File: src/rtl/dmi_arbiter.sv
// DMI payload types and a round-robin arbiter that shares one DM request/response
// channel between NumReq DMI masters, with strictly one transaction in flight.
package dm;
    typedef struct packed {
        logic [6:0]  addr;
        logic [1:0]  op;
        logic [31:0] data;
    } dmi_req_t;

    typedef struct packed {
        logic [31:0] data;
        logic [1:0]  resp;
    } dmi_resp_t;
endpackage

module dmi_arbiter #(
    parameter int unsigned NumReq        = 2,
    parameter int unsigned TimeoutCycles = 1024,
    parameter int unsigned CntW          = $clog2(TimeoutCycles + 1)
) (
    input  logic                       clk_i,
    input  logic                       rst_i,
    input  logic [NumReq-1:0]          req_valid_i,
    output logic [NumReq-1:0]          req_ready_o,
    input  dm::dmi_req_t [NumReq-1:0]  req_i,
    output logic [NumReq-1:0]          rsp_valid_o,
    input  logic [NumReq-1:0]          rsp_ready_i,
    output dm::dmi_resp_t              rsp_o,
    output logic                       dm_req_valid_o,
    input  logic                       dm_req_ready_i,
    output dm::dmi_req_t               dm_req_o,
    input  logic                       dm_rsp_valid_i,
    output logic                       dm_rsp_ready_o,
    input  dm::dmi_resp_t              dm_rsp_i,
    output logic [NumReq-1:0]          grant_o,
    output logic                       busy_o,
    output logic                       timeout_o
);
    localparam int unsigned IdxW = $clog2(NumReq);
    localparam logic [CntW-1:0] CntLast = CntW'(TimeoutCycles - 1);

    typedef enum logic [2:0] {S_IDLE, S_ISSUE, S_WAIT, S_RESP, S_DRAIN} state_e;

    state_e          state_q, state_d;
    logic [IdxW-1:0] owner_q, owner_d;
    logic [IdxW-1:0] last_q, last_d;
    logic [CntW-1:0] cnt_q, cnt_d;
    dm::dmi_req_t    req_q, req_d;
    dm::dmi_resp_t   rsp_q, rsp_d;
    logic            drain_q, drain_d;
    logic [IdxW-1:0] pick, cand;
    logic            pick_vld;

    // First requester after the last completed owner, wrapping around.
    always_comb begin
        pick     = '0;
        pick_vld = 1'b0;
        cand     = '0;
        for (int unsigned k = 1; k <= NumReq; k++) begin
            cand = IdxW'((32'(last_q) + k) % NumReq);
            if (!pick_vld && req_valid_i[cand]) begin
                pick     = cand;
                pick_vld = 1'b1;
            end
        end
    end

    always_comb begin
        state_d        = state_q;
        owner_d        = owner_q;
        last_d         = last_q;
        cnt_d          = cnt_q;
        req_d          = req_q;
        rsp_d          = rsp_q;
        drain_d        = drain_q;
        req_ready_o    = '0;
        rsp_valid_o    = '0;
        rsp_o          = '0;
        dm_req_valid_o = 1'b0;
        dm_req_o       = '0;
        dm_rsp_ready_o = 1'b0;
        grant_o        = '0;
        busy_o         = 1'b0;
        timeout_o      = 1'b0;
        if (!rst_i) begin
            rsp_o    = rsp_q;
            dm_req_o = req_q;
            busy_o   = (state_q != S_IDLE);
            if (busy_o) grant_o[owner_q] = 1'b1;
            unique case (state_q)
                S_IDLE: begin
                    if (pick_vld) begin
                        req_ready_o[pick] = 1'b1;
                        owner_d           = pick;
                        req_d             = req_i[pick];
                        state_d           = S_ISSUE;
                    end
                end
                S_ISSUE: begin
                    dm_req_valid_o = 1'b1;
                    if (dm_req_ready_i) begin
                        cnt_d   = '0;
                        state_d = S_WAIT;
                    end
                end
                S_WAIT: begin
                    dm_rsp_ready_o = 1'b1;
                    cnt_d          = cnt_q + 1'b1;
                    // A real response beats a timeout landing in the same cycle.
                    if (dm_rsp_valid_i) begin
                        rsp_d   = dm_rsp_i;
                        state_d = S_RESP;
                    end else if (cnt_q == CntLast) begin
                        rsp_d.data = '0;
                        rsp_d.resp = 2'h2;
                        drain_d    = 1'b1;
                        timeout_o  = 1'b1;
                        state_d    = S_RESP;
                    end
                end
                S_RESP: begin
                    rsp_valid_o[owner_q] = 1'b1;
                    if (drain_q) begin
                        dm_rsp_ready_o = 1'b1;
                        if (dm_rsp_valid_i) drain_d = 1'b0;
                    end
                    if (rsp_ready_i[owner_q]) begin
                        last_d = owner_q;
                        if (drain_q && !dm_rsp_valid_i) begin
                            cnt_d   = '0;
                            state_d = S_DRAIN;
                        end else begin
                            state_d = S_IDLE;
                        end
                    end
                end
                S_DRAIN: begin
                    dm_rsp_ready_o = 1'b1;
                    cnt_d          = cnt_q + 1'b1;
                    if (dm_rsp_valid_i || cnt_q == CntLast) begin
                        drain_d = 1'b0;
                        state_d = S_IDLE;
                    end
                end
                default: state_d = S_IDLE;
            endcase
        end
    end

    always_ff @(posedge clk_i) begin
        if (rst_i) begin
            state_q <= S_IDLE;
            owner_q <= '0;
            last_q  <= IdxW'(NumReq - 1);
            cnt_q   <= '0;
            req_q   <= '0;
            rsp_q   <= '0;
            drain_q <= 1'b0;
        end else begin
            state_q <= state_d;
            owner_q <= owner_d;
            last_q  <= last_d;
            cnt_q   <= cnt_d;
            req_q   <= req_d;
            rsp_q   <= rsp_d;
            drain_q <= drain_d;
        end
    end
endmodule

File: config.mk
export PLATFORM = sky130hd
export DESIGN_NAME = dmi_arbiter
export DESIGN_NICKNAME = d
export VERILOG_FILES = /design/src/rtl/dmi_arbiter.sv
export SDC_FILE = /design/constraint.sdc
export NUM_CORES = 1
export LEC_CHECK = 0
export CAP_MARGIN = 20
export CORE_MARGIN = 2
export CORE_UTILIZATION = 35
export CTS_CLUSTER_DIAMETER = 120
export DETAILED_ROUTE_END_ITERATION = 12
export HOLD_SLACK_MARGIN = 0.1
export PLACE_DENSITY = 0.71
export SKIP_CTS_REPAIR_TIMING = 1
export SLEW_MARGIN = 5
export SYNTH_ARGS = -nofsm -noshare
export SYNTH_HDL_FRONTEND = slang
export SYNTH_SLANG_ARGS = --single-unit
File: constraint.sdc
create_clock -name clk_i -period 5.3 [get_ports clk_i]
set_input_delay 1.06 -clock clk_i [delete_from_list [all_inputs] [get_ports clk_i]]
set_output_delay 1.06 -clock clk_i [all_outputs]
set_load 0.01 [all_outputs]
**Word-level counts from Yosys, hierarchy flattened**

Cells that the tools add are included.

- Output and inout bits: 85
- Register bits after elaboration: 92
- Input bits: 124
- Logic and storage cells: 106

- $lt $le $gt $ge: 6
- Add/sub/neg operators: 3
- Reduce and logical (&&, ||, !) cells: 19
- Muxes and demuxes: 55
- Eq/ne operators: 13

Operators by type and width:

| operator | count |
|---|---|
| $mux 41 | 3 |
| $mux 34 | 3 |
| $mux 11 | 3 |
| $pmux 11 s3 | 1 |
| $mux 1 | 26 |
| $mux 3 | 7 |
| $pmux 3 s5 | 1 |
| $mux 2 | 7 |
| $ne 2x2->1 const B | 7 |
| $add 11x1->11 const B | 1 |
| $eq 11x10->1 const B | 1 |
| $reduce_bool 3->1 | 3 |
| $lt 1x2->1 const B | 4 |
| $reduce_and 4->1 | 2 |
| $eq 3x2->1 const B | 2 |
| $reduce_and 2->1 | 3 |
| $reduce_and 5->1 | 1 |
| $logic_and 1x1->1 | 4 |
| $eq 3x1->1 const B | 1 |
| $eq 3x3->1 const B | 1 |
| $logic_not 3->1 | 1 |
| $ne 3x3->1 const B | 1 |
| $pmux 1 s3 | 1 |
| $add 1x1->1 const B | 2 |
| other kinds (7) | 10 |

**Longest topological paths before layout**

- Word-level depth: 14
- Depth in mapped cells: 7
- Mapped depth without buffers: 5

**Worst setup path before layout**

OpenSTA, ideal clock, no wires.

- Path type: in2out
- Start point: in rst_i
- End point: out rsp_o[10] (netlist name)
- Setup slack: 2132 ps
- Cell stages on the path: 6
- Data arrival time: 2108 ps
- Required time: 4240 ps
- Path through: clkbuf_1 > buf_2 > clkinv_1 > clkbuf_1 > nand2_1 > inv_1

RTL lines:

| what | line | source |
|---|---|---|
| from (decl) | 22 | `input logic rst_i,` |
| to (decl) | 28 | `output dm::dmi_resp_t rsp_o,` |

**Worst setup path in the final report**

- Start point: in req_valid_i[1]
- End point: out req_ready_o[0]

- Longest elaborated chain between the ends: 13
- Elaborated cells on any way between the ends: 18

RTL lines:

| what | line | source |
|---|---|---|
| from (decl) | 23 | `input logic [NumReq-1:0] req_valid_i,` |
| $mux 1 (implied by the code) (2 in a row) | 61 | `if (!pick_vld && req_valid_i[cand]) begin` |
| $mux 1 | 61 |  |
| $logic_not 1->1 | 61 |  |
| $logic_and 1x1->1 | 61 |  |
| $mux 1 | 61 |  |
| $lt 1x2->1 (implied by the code) or $ge 1x1->1 (tied branches) | 93 | `req_ready_o[pick] = 1'b1;` |
| $logic_and 1x1->1 (implied by the code) | 93 |  |
| $mux 1 (implied by the code) | 93 |  |
| $demux 1 s1 | 93 |  |
| $mux 2 * | 92 | `if (pick_vld) begin` |
| $mux 2 * | 90 | `unique case (state_q)` |
| $mux 2 * | 85 | `if (!rst_i) begin` |
| to (decl) | 24 | `output logic [NumReq-1:0] req_ready_o,` |

Mark *: on every way between the ends. The rest lies on a longest branch, timed or not. The select of a mux whose other input is x is not followed.

==> results.cfg <==
[outcome]
outcome = finished, final reports clean

[clocking]
cts_buffers = 9
clock_sinks = 92
cts_tree = yes
clk_pin_slew_ns = 0.06
htreeDepth = 3
root_buffer = clkbuf_16
clockBufferDepth = 2
clock_latency_ns = 0.34

[floorplanning]
design.core.area_um2 = 11600
ios = 209
initial_core_util_pct = 36.3
die_y_um = 114
core.rowCount = 39
die_w_um = 114
die_area_um2 = 12900

[route]
vias = 4178
drt-initial-drc-count = 205
vias_per_cell = 5.16
avgRoutedWirePerCell_um = 16.4
route.detailed.drc = 0
dr.pass1.iters = 4
wirelength_um = 13300
drtAntennaViolNets = 0

[worst_setup_path]
setup.worst_path.start = req_valid_i[1]
cp_data_required_time_ns = 4.24
criticalPathCategory = in2out
r2r_start = state_q[1]
rr_worst_depth = 6
slowest_delay_ns = 0.62
crit_fanout = 42
crit_family = buffers and inverters
arrival_ns = 2.82
worst_setup_path_start_kind = input port
critical_path_depth = 5
crit_path_top_delay_cell = clkdlybuf4s50_1
worstPathCellList = clkdlybuf4s50_1 -> nand2b_1 -> and3_1 -> buf_4 -> clkdlybuf4s50_1
critPathCaptureType = output port
cp_num_buf_inv = 3
critPathMostFrequentCell = clkdlybuf4s50_1

[synthesis]
synth_top_cell_area_share_pct = 43.9
netlist-cell-type-count = 48
yosysWarningCount = 0
synth_top_area_cell = dfxtp_1
netlist_area_um2 = 4200
avgSynthCellArea_um2 = 8.91
synthTopCellsByArea = dfxtp_1 44%, nor2b_1 12%, a221o_1 9.8%
yosysMostFrequentCell = dfxtp_1
ys_async_sr_fraction_pct = 0
yosys_register_bits = 92
synthFlopType = dfxtp_1
ys_seq_area_share_pct = 43.9
synth_edf_count = 0
synth_fp_nets = 596
synth_common_cells = 92 x dfxtp_1, 83 x nor2b_1, 47 x nand2_1
synth_cells = 471

[finish]
drive_gt1_share_pct = 5.26
antennaDiodeCount = 0
multi_input_area_um2 = 2070
num-fill-cells = 1030
area_delta_synth_final_pct = 60.7
nets = 787
regArea_um2 = 1840
layout.cells.non_filler = 809

[pwr]
total_power_w = 0.00191
p_leak_nw = 2.65
ir_worst_vdd_mv = 0.159
p_per_area_nw_per_um2 = 282

[timing]
fmaxAchievable_ghz = 0.258
fin_ws_ns = 1.42
drv_slew = 0
skew_ns = 0.00737
relSlewSlack_pct = 35.7
tns_ns = 0
min_period_ns = 3.88
hold_viol_final = 0
setup_viol = 0
worst_pin_slew_ns = 0.960
rsz0062_at_grt = no
finalCritPeriodShare_pct = 73.1

[placement]
place_congestion = 0.810
place_ws_ns = 1.45
portBuffers = 208
dp_hpwl_um = 9760
place_inst = 793

[grt]
grt_pass1_vias = 4202
antenna_found_initial = 0
track_usage_pct = 20.5
grt_max_degree = 54
grt-ovfl-total = 0
grt_pass1_wl_um = 20900

[job]
maxCapViolations = 0

[hold_path]
holdPathStages = 2
min-delay-start = rsp_q[13]
hold_path_class = reg2reg
state kept, by name, summed over array words and instances (netlist names):
name,flops
cnt_q,11
drain_q,1
last_q,1
owner_q,1
req_q,41
rsp_q,34
state_q,3
through the flow:
stage / hold WS (ns) / instance area (µm²) / util, %
floorplan: 0.436 / 4200 / -
global placement: 0.443 / 6350 / 54.9
detailed placement: 0.453 / 6370 / 55.1
CTS: 0.461 / 6730 / 58.2
global route: 0.479 / 6740 / 58.3
finish: 0.457 / 6740 / 58.3
worst reg2reg max path, cell delays in order, from the launching register on:
cell,delay [ns]
dfxtp_1,0.45
nor3_1,0.56
o21a_1,0.37
buf_8,0.24
buf_4,0.24
nor2b_1,0.06
a221o_1,0.26
cell type report:
type                       count  area share [%]
tap                          143            2.65
timing repair buffer         216            31.9
clock inverter                 6            2.02
clock buffer                   9            3.34
multi-input combinational    307            30.8
sequential                    92            27.3
inverter                      36            2.00
layer usage:
metal | part of all wire, % | GRT usage, %
met4 | 2.0 | 7.89
met3 | 7.4 | 6.06
met2 | 50 | 36.8
met1 | 40 | 22.8
met5 | 0 | 0
logic make-up (layout without fill, tap and decap cells):
logic type | count (synthesis) | in the layout | share of synthesized area (%)
and+or+nand+nor | 186 | 186 | 24.6
AOI/OAI and AO/OA | 117 | 117 | 23.7
DFF | 92 | 92 | 43.9
buffers and inverters | 72 | 267 | 6.86
muxes | 2 | 2 | 0.507
adders and majority gates | 1 | 1 | 0.298
xor gates and xnor gates | 1 | 1 | 0.209
where the power goes:
part | internal [W] | leakage, nW | switching [W]
registers | 0.000743 | 0.750 | 0.0000208
clock network | 0.000508 | 0.172 | 0.000272
logic | 0.000209 | 1.73 | 0.000152
final timing paths:
path / end / slack [ns]
setup / recovery: req_ready_o[0] / 1.42
hold / removal: rsp_q[13] / 0.46
setup reg to reg: req_q[26] / 3.01
hold reg to reg: rsp_q[13] / 0.46
layout by cell type (no fill, tap or decap), types with 2 or more instances in the layout:
cell	n
clkdlybuf4s50_1	207
and3b_1	2
nand3_1	8
nor3_1	10
dfxtp_1	92
nand3b_1	4
nor2b_1	83
nand2_1	47
a221o_1	41
o2bb2ai_1	33
a31oi_1	4
a311oi_1	6
bufinv_16	4
a21oi_1	12
nor2_1	9
nor4_1	2
inv_1	35
buf_4	6
buf_8	2
and3_1	3
o21ai_1	2
clkbuf_16	9
o21a_1	2
o21ai_0	8
nor3b_1	2
nand4_1	2
or3_1	4
(Power assumes the default switching activity.)
